[config.mk]
export PLATFORM = sky130hd
export DESIGN_NAME = fp_div_seq
export DESIGN_NICKNAME = d
export VERILOG_FILES = /design/src/rtl/fp_div_seq.sv
export SDC_FILE = /design/constraint.sdc
export NUM_CORES = 1
export LEC_CHECK = 0
export BUFFER_PORTS_ARGS = -buffer_cell sky130_fd_sc_hd__buf_2
export CAP_MARGIN = 20
export CORE_MARGIN = 2
export CORE_UTILIZATION = 35
export CTS_CLUSTER_DIAMETER = 30
export DETAILED_ROUTE_END_ITERATION = 10
export PLACE_DENSITY = 0.6
export SYNTH_ARGS = -nofsm -noshare
export SYNTH_HDL_FRONTEND = slang
export SYNTH_SLANG_ARGS = --single-unit
[constraint.sdc]
create_clock -name clk -period 7.7 [get_ports clk]
set_input_delay 0.77 -clock clk [delete_from_list [all_inputs] [get_ports clk]]
set_output_delay 0.77 -clock clk [all_outputs]
set_load 0.01 [all_outputs]
[src/rtl/fp_div_seq.sv]
// Sequencer for single-cycle-issue IEEE-754 division around an external iterative mantissa divider.
// Unpacks the operands, resolves special cases locally, then normalises, rounds (RNE) and packs the quotient.
module fp_div_seq #(
    parameter int EXP = 8,
    parameter int MANT = 23,
    localparam int FB = MANT + 3,
    localparam int DW = FB + 2
) (
    input  logic              clk,
    input  logic              rst_n,
    input  logic              in_valid,
    output logic              in_ready,
    input  logic [EXP+MANT:0] a,
    input  logic [EXP+MANT:0] b,
    output logic              out_valid,
    input  logic              out_ready,
    output logic [EXP+MANT:0] result,
    output logic [4:0]        flags,
    output logic              div_start,
    output logic [DW-1:0]     div_x,
    output logic [DW-1:0]     div_y,
    input  logic              div_busy,
    input  logic              div_valid,
    input  logic              div_dbz,
    input  logic              div_ovf,
    input  logic [DW-1:0]     div_q,
    input  logic [DW-1:0]     div_r
);
    localparam int W  = EXP + MANT + 1;
    localparam int EW = EXP + 2;
    localparam logic signed [EW-1:0] BIAS  = EW'((1 << (EXP - 1)) - 1);
    localparam logic signed [EW-1:0] EMAX  = EW'((1 << EXP) - 1);
    localparam logic signed [EW-1:0] ONE   = EW'(1);
    localparam logic signed [EW-1:0] ZERO  = '0;
    localparam logic [W-1:0] QNAN = {1'b0, {EXP{1'b1}}, 1'b1, {(MANT-1){1'b0}}};
    localparam logic [4:0] F_NV = 5'b10000;
    localparam logic [4:0] F_DZ = 5'b01000;
    localparam logic [4:0] F_OF = 5'b00100;
    localparam logic [4:0] F_UF = 5'b00010;
    localparam logic [4:0] F_NX = 5'b00001;

    typedef enum logic [2:0] {S_IDLE, S_ISSUE, S_WAIT, S_NORM, S_OUT} state_t;

    state_t                 state_q, state_d;
    logic [W-1:0]           result_q, result_d;
    logic [4:0]             flags_q, flags_d;
    logic [DW-1:0]          div_x_q, div_y_q, q_q;
    logic signed [EW-1:0]   exp_q;
    logic                   sign_q, rnz_q, err_q;

    // Returns {carry, mantissa}; round-half-even with round bit folded into sticky.
    function automatic logic [MANT:0] round_rne(input logic [MANT-1:0] m, input logic g,
                                                input logic s);
        return {1'b0, m} + (MANT+1)'(g & (s | m[0]));
    endfunction

    logic [EXP-1:0]  ea, eb;
    logic [MANT-1:0] ma, mb;
    logic            a_zero, b_zero, a_inf, b_inf, a_nan, b_nan, special, sign;
    logic [W-1:0]    spec_res;
    logic [4:0]      spec_flg;

    assign ea      = a[W-2 -: EXP];
    assign eb      = b[W-2 -: EXP];
    assign ma      = a[MANT-1:0];
    assign mb      = b[MANT-1:0];
    assign a_zero  = (ea == '0);
    assign b_zero  = (eb == '0);
    assign a_inf   = (&ea) && (ma == '0);
    assign b_inf   = (&eb) && (mb == '0);
    assign a_nan   = (&ea) && (ma != '0);
    assign b_nan   = (&eb) && (mb != '0);
    assign special = a_zero | b_zero | (&ea) | (&eb);
    assign sign    = a[W-1] ^ b[W-1];

    always_comb begin
        spec_res = {sign, {(W-1){1'b0}}};
        spec_flg = '0;
        if (a_nan || b_nan || (a_zero && b_zero) || (a_inf && b_inf)) begin
            spec_res = QNAN;
            spec_flg = F_NV;
        end else if (a_inf) begin
            spec_res = {sign, {EXP{1'b1}}, {MANT{1'b0}}};
        end else if (b_zero) begin
            spec_res = {sign, {EXP{1'b1}}, {MANT{1'b0}}};
            spec_flg = F_DZ;
        end
    end

    logic [MANT-1:0]      m_pre;
    logic [MANT:0]        m_rnd;
    logic                 g, st;
    logic signed [EW-1:0] e_pre, e_rnd;
    logic [W-1:0]         norm_res;
    logic [4:0]           norm_flg;

    // Quotient lies in (0.5,2): either the integer bit is set or one left shift normalises it.
    always_comb begin
        if (q_q[FB]) begin
            m_pre = q_q[FB-1 -: MANT];
            g     = q_q[FB-MANT-1];
            st    = (|q_q[FB-MANT-2:0]) | rnz_q;
            e_pre = exp_q;
        end else begin
            m_pre = q_q[FB-2 -: MANT];
            g     = q_q[FB-MANT-2];
            st    = (|q_q[FB-MANT-3:0]) | rnz_q;
            e_pre = exp_q - ONE;
        end
        m_rnd    = round_rne(m_pre, g, st);
        e_rnd    = e_pre + (m_rnd[MANT] ? ONE : ZERO);
        norm_res = {sign_q, e_rnd[EXP-1:0], m_rnd[MANT-1:0]};
        norm_flg = (g | st) ? F_NX : 5'b0;
        if (err_q) begin
            norm_res = QNAN;
            norm_flg = F_NV;
        end else if (e_rnd >= EMAX) begin
            norm_res = {sign_q, {EXP{1'b1}}, {MANT{1'b0}}};
            norm_flg = F_OF | F_NX;
        end else if (e_rnd <= ZERO) begin
            norm_res = {sign_q, {(W-1){1'b0}}};
            norm_flg = F_UF | F_NX;
        end
    end

    always_comb begin
        state_d  = state_q;
        result_d = result_q;
        flags_d  = flags_q;
        case (state_q)
            S_IDLE: begin
                if (in_valid) begin
                    if (special) begin
                        state_d  = S_OUT;
                        result_d = spec_res;
                        flags_d  = spec_flg;
                    end else begin
                        state_d = S_ISSUE;
                    end
                end
            end
            S_ISSUE: state_d = S_WAIT;
            S_WAIT:  if (div_valid) state_d = S_NORM;
            S_NORM: begin
                state_d  = S_OUT;
                result_d = norm_res;
                flags_d  = norm_flg;
            end
            S_OUT:   if (out_ready) state_d = S_IDLE;
            default: state_d = S_IDLE;
        endcase
    end

    always_ff @(posedge clk) begin
        if (!rst_n) begin
            state_q  <= S_IDLE;
            result_q <= '0;
            flags_q  <= '0;
        end else begin
            state_q  <= state_d;
            result_q <= result_d;
            flags_q  <= flags_d;
        end
    end

    // Operand and divider-result capture; the divider itself is never reset from here.
    always_ff @(posedge clk) begin
        if (state_q == S_IDLE && in_valid) begin
            div_x_q <= {2'b01, ma, 3'b000};
            div_y_q <= {2'b01, mb, 3'b000};
            exp_q   <= $signed({2'b00, ea}) - $signed({2'b00, eb}) + BIAS;
            sign_q  <= sign;
        end
        if (state_q == S_WAIT && div_valid) begin
            q_q   <= div_q;
            rnz_q <= |div_r;
            err_q <= div_dbz | div_ovf;
        end
    end

    logic unused_sig;
    assign unused_sig = ^{div_busy, q_q[DW-1]};

    assign in_ready  = (state_q == S_IDLE);
    assign out_valid = (state_q == S_OUT);
    assign div_start = (state_q == S_ISSUE);
    assign div_x     = div_x_q;
    assign div_y     = div_y_q;
    assign result    = result_q;
    assign flags     = flags_q;
endmodule

# After elaboration in Yosys (flattened, before gate mapping)
# Cells that the tools add are included.
[totals] rom_bits=0 inputBits=128 ff_bits=126 out_inout_bits=96 n_memories=0 latchBits=0 mem_bits_rw=0 wordCells=89
[classes] eq_ne=8 add_sub_neg=5 div_mod_pow=0 n_mul=0 shift=0 muxes=29 bitwise_logic=10 order_cmp=2 n_reduce_logical=25
[op_table] cell="$mux 32" count=4
[op_table] cell="$mux 31" count=4
[op_table] cell="$pmux 32 s2" count=1
[op_table] cell="$logic_not 23->1" count=2
[op_table] cell="$reduce_bool 23->1" count=2
[op_table] cell="$reduce_or 28->1" count=1
[op_table] cell="$add 23x1->24" count=1
[op_table] cell="$mux 23" count=1
[op_table] cell="$mux 5" count=4
[op_table] cell="$logic_not 8->1" count=2
[op_table] cell="$reduce_and 8->1" count=2
[op_table] cell="$mux 3" count=5
[op_table] cell="$pmux 3 s5" count=1
[op_table] cell="$add 10x2->10" count=1
[op_table] cell="$add 9x8->10 const B" count=1
[op_table] cell="$ge 10x9->1 const B" count=1
[op_table] cell="$le 10x1->1 const B" count=1
[op_table] cell="$mux 10" count=1
[op_table] cell="$pmux 5 s2" count=1
[op_table] cell="$sub 10x2->10 const B" count=1
[op_table] cell="$sub 8x8->9" count=1
[op_table] cell="$logic_and 1x1->1" count=8
[op_table] cell="$mux 4" count=2
[op_table] cell="$or 1x1->1" count=8
[op_table] cell="other kinds (14)" count=23

# Logic depth before layout (Yosys ltp)
[depth] word_depth=13 depth_mapped=18 ltp_nobuf=15

# Worst setup path after synthesis
# Ideal clock, no wire load.
[synth_path] kind="in2reg" startpoint="in in_valid" endpoint="reg result_q[14], in the netlist result[14]" setup_ps=117 arrival_time_ps=6572 path_stages=7 slack_ps=1011 n_path_buf=2 t_required_ps=7583 cell_sequence="nand2b_1 > nor3_1 > a21oi_1 > and2_0 > clkbuf_1 > clkbuf_1 > a22o_1"
[synth_between] elab_chain_cells=2
[synth_lines] element="from (decl)" line="11" source="input logic in_valid,"
[synth_lines] element="$ne 2x2->1 (no line)"
[synth_lines] element="$reduce_and 3->1 (no line)"
[synth_lines] element="to (signal assigned)" line="161" source="result_q <= result_d;"
[synth_lines] element="to (decl)" line="45" source="logic [W-1:0] result_q, result_d;"
# Every way passes these cells.
# A chain may end at the register's enable or synchronous reset.

# Worst setup path in the final report
[layout_path] startpoint="reg q_q[26]" endpoint="reg result_q[0], in the netlist result[0]"
[layout_between] elab_chain_cells=11 word_cells_on_any_way=15 classes_between="2 x add/sub; 2 x order compare; 9 x mux; 2 x bitwise"
[layout_lines] element="from (decl)" line="47" source="logic [DW-1:0] div_x_q, div_y_q, q_q;"
[layout_lines] element="from (signal assigned)" line="175" source="q_q <= div_q;"
[layout_lines] element="$mux 1 or $mux 23 (tied branches)" line="99" source="if (q_q[FB]) begin"
[layout_lines] element="$or 1x1->1" line="54" source="return {1'b0, m} + (MANT+1)'(g & (s | m[0]));"
[layout_lines] element="$and 1x1->1" line="54"
[layout_lines] element="$add 23x1->24" line="54"
[layout_lines] element="$mux 1" line="111" source="e_rnd = e_pre + (m_rnd[MANT] ? ONE : ZERO);"
[layout_lines] element="$add 10x2->10" line="111"
[layout_lines] element="$le 10x1->1" line="120" source="end else if (e_rnd <= ZERO) begin"
[layout_lines] element="$mux 31" line="120"
[layout_lines] element="$mux 31 *" line="117" source="end else if (e_rnd >= EMAX) begin"
[layout_lines] element="$mux 32 *" line="114" source="if (err_q) begin"
[layout_lines] element="$pmux 32 s2 *" line="130" source="case (state_q)"
# Every way passes the cells marked *; elsewhere a longest branch is shown, timed or not.

==> flow_summary.ini <==
[status]
status = finished clean

[sta]
worst_hold_slack_ns = 0.458
finalCritPeriodShare_pct = 68.7
setup_tns_ns = 0
slew_viol_final = 0
fmax_mhz = 189
worst_pin_slew_ns = 0.733
setup_viol = 0
max_slew_margin_pct = 51.2
rsz0062_at_grt = no
finalCriticalPeriod_ns = 5.29
hold_viol_final = 0
clock_skew_ns = 0.00766

[clocking]
cts_tree = built
hold_buffers = 0
cts.repair.resized = 0
cts_inserted_buffers = 17
clk_latency_ns = 0.41
cts_setup_buffers = 0
path_clk_slew_ns = 0.06
root_buffer = clkbuf_16
cts_max_level = 4
clock_path_buffers = 2
cts_sinks = 126

[yosys]
netlist_instances = 602
synth_seq_cells = 126
synth_warnings = 0
synth_cell_types = 73
synth_ff_type = edfxtp_1
synthArstFlopShare_pct = 0
yosysTopAreaCell = edfxtp_1
synth_top_area_share_pct = 38.9
syn_avg_cell_area_um2 = 11.0
synthTopCellsByArea = edfxtp_1 (39%), dfxtp_1 (12%), xnor2_1 (5.0%)
synth-edff-count = 86
syn_area_mm2 = 0.00664
seq_area_frac_synth_pct = 51.0

[finish]
layout_common_cells = buf_2 (211), edfxtp_1 (86), dfxtp_1 (40)
area_delta_synth_final_pct = 28.1
fin_nets = 949
nFillCells = 1779
post-route-util_pct = 45.6
instances_no_fill = 1054
antenna_cells = 0
layout_commonest_cell = buf_2
drive_above_1_share_pct = 33.8

[floorplanning]
io_pins = 224
placementRows = 50
core-area_mm2 = 0.0186
start_util_pct = 35.6
dieHeight_um = 142
dieArea_mm2 = 0.0201
die_w_um = 142

[pwr]
power_density_mw_per_mm2 = 231
intPower_mw = 1.47
leakage_nw = 3.41
vdd_drop_max_uv = 156
power.share.clock_pct = 44.5
switching_share_pct = 25.1
pwr-share-seq_pct = 41.8
pwr-share-comb_pct = 13.7
p_switching_uw = 492

[global_routing]
grt_util_met2_pct = 26.5
antenna_found_initial = 0
grt_pass1_wl_um = 25000
grt_pass1_vias = 4916
top_usage_layer = met2
grtUsageMet1_pct = 20.0
grt_use_met3_pct = 3.41
grt_overflow = 0
grt.total_usage_pct = 15.7
grt_max_degree = 60

[worst_setup_path]
crit_cells = 16
crit_start = q_q[26]
crit_chain = buf_4 -> mux2i_1 -> nor3b_1 -> and4_1 -> and2_0 -> inv_1 -> nor2_1 -> ha_1 -> ha_1 -> xor2_1 -> o2111ai_1 -> a2111oi_1 -> or2_4 -> nor4_4 -> buf_4 -> a32o_1
r2r_end = result[0]
critical_path.endpoint = result[0]
endpoint_kind = flop
cp-start-kind = flop
critical_path_class = flop to flop
cpMaxStageDelayCell = nor3b_1
slowest_delay_ns = 0.63
crit_path_max_fanout = 49
r2r-start = q_q[26]
required_ns = 8.00
rr_worst_depth = 16
cp_num_buf_inv = 3
path_delay_family = simple AND/OR/NAND/NOR gates
rrSetupSlack_ns = 2.41
arrival_ns = 5.59

[placement]
dp.cells = 1022
dp.final_hpwl_um = 12200
port_buffers = 211
gp_congestion = 0.836

[detailed_routing]
dr.pass1.iters = 4
wl_per_cell_um = 14.9
drc = 0
routed_wl_um = 15800
dr_total_vias = 5215
via_per_inst = 4.95
postRouteAntennaNets = 0
drt_iter0_drc = 194

[min_path]
hold_class = flop to flop

[flow_run]
max_cap_viol_count = 0
-- sequential cells by signal, summed over array words and instances, names as in the netlist --
register,count
result,32
q_q,27
div_x,23
div_y,23
exp_q,10
flags,5
state_q,3
err_q,1
rnz_q,1
sign_q,1
-- kinds of logic after synthesis --
family	count (synthesis)	share of synthesized area, %
mux	21	3.24
buf+inv	62	4.52
compound gates	107	12.0
flops	126	51.0
fa+ha+maj	14	2.75
other cells	2	0.113
simple gates	206	17.7
xor+xnor	64	8.67
-- per-stage QoR --
step / worst slack, ns / cell area, um2 / power (mW)
floorplan: 1.01 / 6670 / 1.01
global placement: 2.42 / 7860 / 1.10
detailed placement: 2.37 / 7860 / 1.10
CTS: 2.30 / 8500 / 1.98
global route: 1.80 / 8500 / 2.04
finish: 2.41 / 8500 / 1.96
-- final cells by class --
class	instances	area (um2)	share of cell area (%)
Multi-Input combinational cell	422	3000	35.2
Timing Repair Buffer	217	1100	12.9
Inverter	23	86.3	1.02
Tap cell	234	293	3.44
Sequential cell	126	3380	39.8
Clock inverter	15	219	2.58
Clock buffer	17	425	5.00
-- Yosys cell counts, types with 3 or more instances --
cell type,count
a211oi_1,3
a21boi_0,4
a21oi_1,24
a22o_1,22
and2_1,8
and3_1,5
buf_2,3
buf_4,11
buf_6,3
clkbuf_1,21
dfxtp_1,40
edfxtp_1,86
ha_1,13
inv_1,23
mux2_2,4
mux2i_1,17
nand2_1,38
nand2b_1,4
nand3_1,25
nand4_1,14
nor2_1,33
nor2b_1,5
nor3_1,14
nor3b_1,6
nor4_1,22
nor4_2,3
o21a_1,4
o21ai_0,15
o221a_1,4
o31a_1,3
or2_2,5
or3_1,4
or4_1,5
xnor2_1,38
xor2_1,24
-- power by group through the flow --
stage | registers (mW) | logic (mW) | clock network [mW]
CTS | 0.821 | 0.272 | 0.892
global route | 0.827 | 0.297 | 0.921
floorplan | 0.838 | 0.170 | 0
global placement | 0.833 | 0.267 | 0
detailed placement | 0.834 | 0.270 | 0
finish | 0.820 | 0.269 | 0.874
-- worst register-to-register path, cell delays in order (launching register included) --
cell       delay (ns)
edfxtp_1         0.58
buf_4            0.57
mux2i_1          0.20
nor3b_1          0.63
and4_1           0.31
and2_0           0.34
inv_1            0.07
nor2_1           0.18
ha_1             0.27
ha_1             0.30
xor2_1           0.24
o2111ai_1        0.14
a2111oi_1        0.57
or2_4            0.24
nor4_4           0.04
buf_4            0.22
a32o_1           0.27
-- metal layers --
layer  share of wire, %  wire length [um]  vias to the layer above
li1                   -                 -                     2645
met1                 45              7030                     2418
met2                 49              7660                      134
met3                4.9               776                       18
met4                1.8               286                        0
met5                  0                 0                        -
-- worst min-delay path by stage --
stage | endpoint | slack [ns] | cells past startpoint | start
finish | flags[1] | 0.46 | 2 | flags[1]
global route | flags[1] | 0.49 | 2 | flags[1]
CTS | flags[1] | 0.46 | 2 | flags[1]
detailed placement | flags[1] | 0.45 | 2 | flags[1]
global placement | result[0] | 0.44 | 1 | result[0]
floorplan | flags[2] | 0.48 | 2 | flags[2]
No activity file was read; power rests on OpenSTA's default activity.
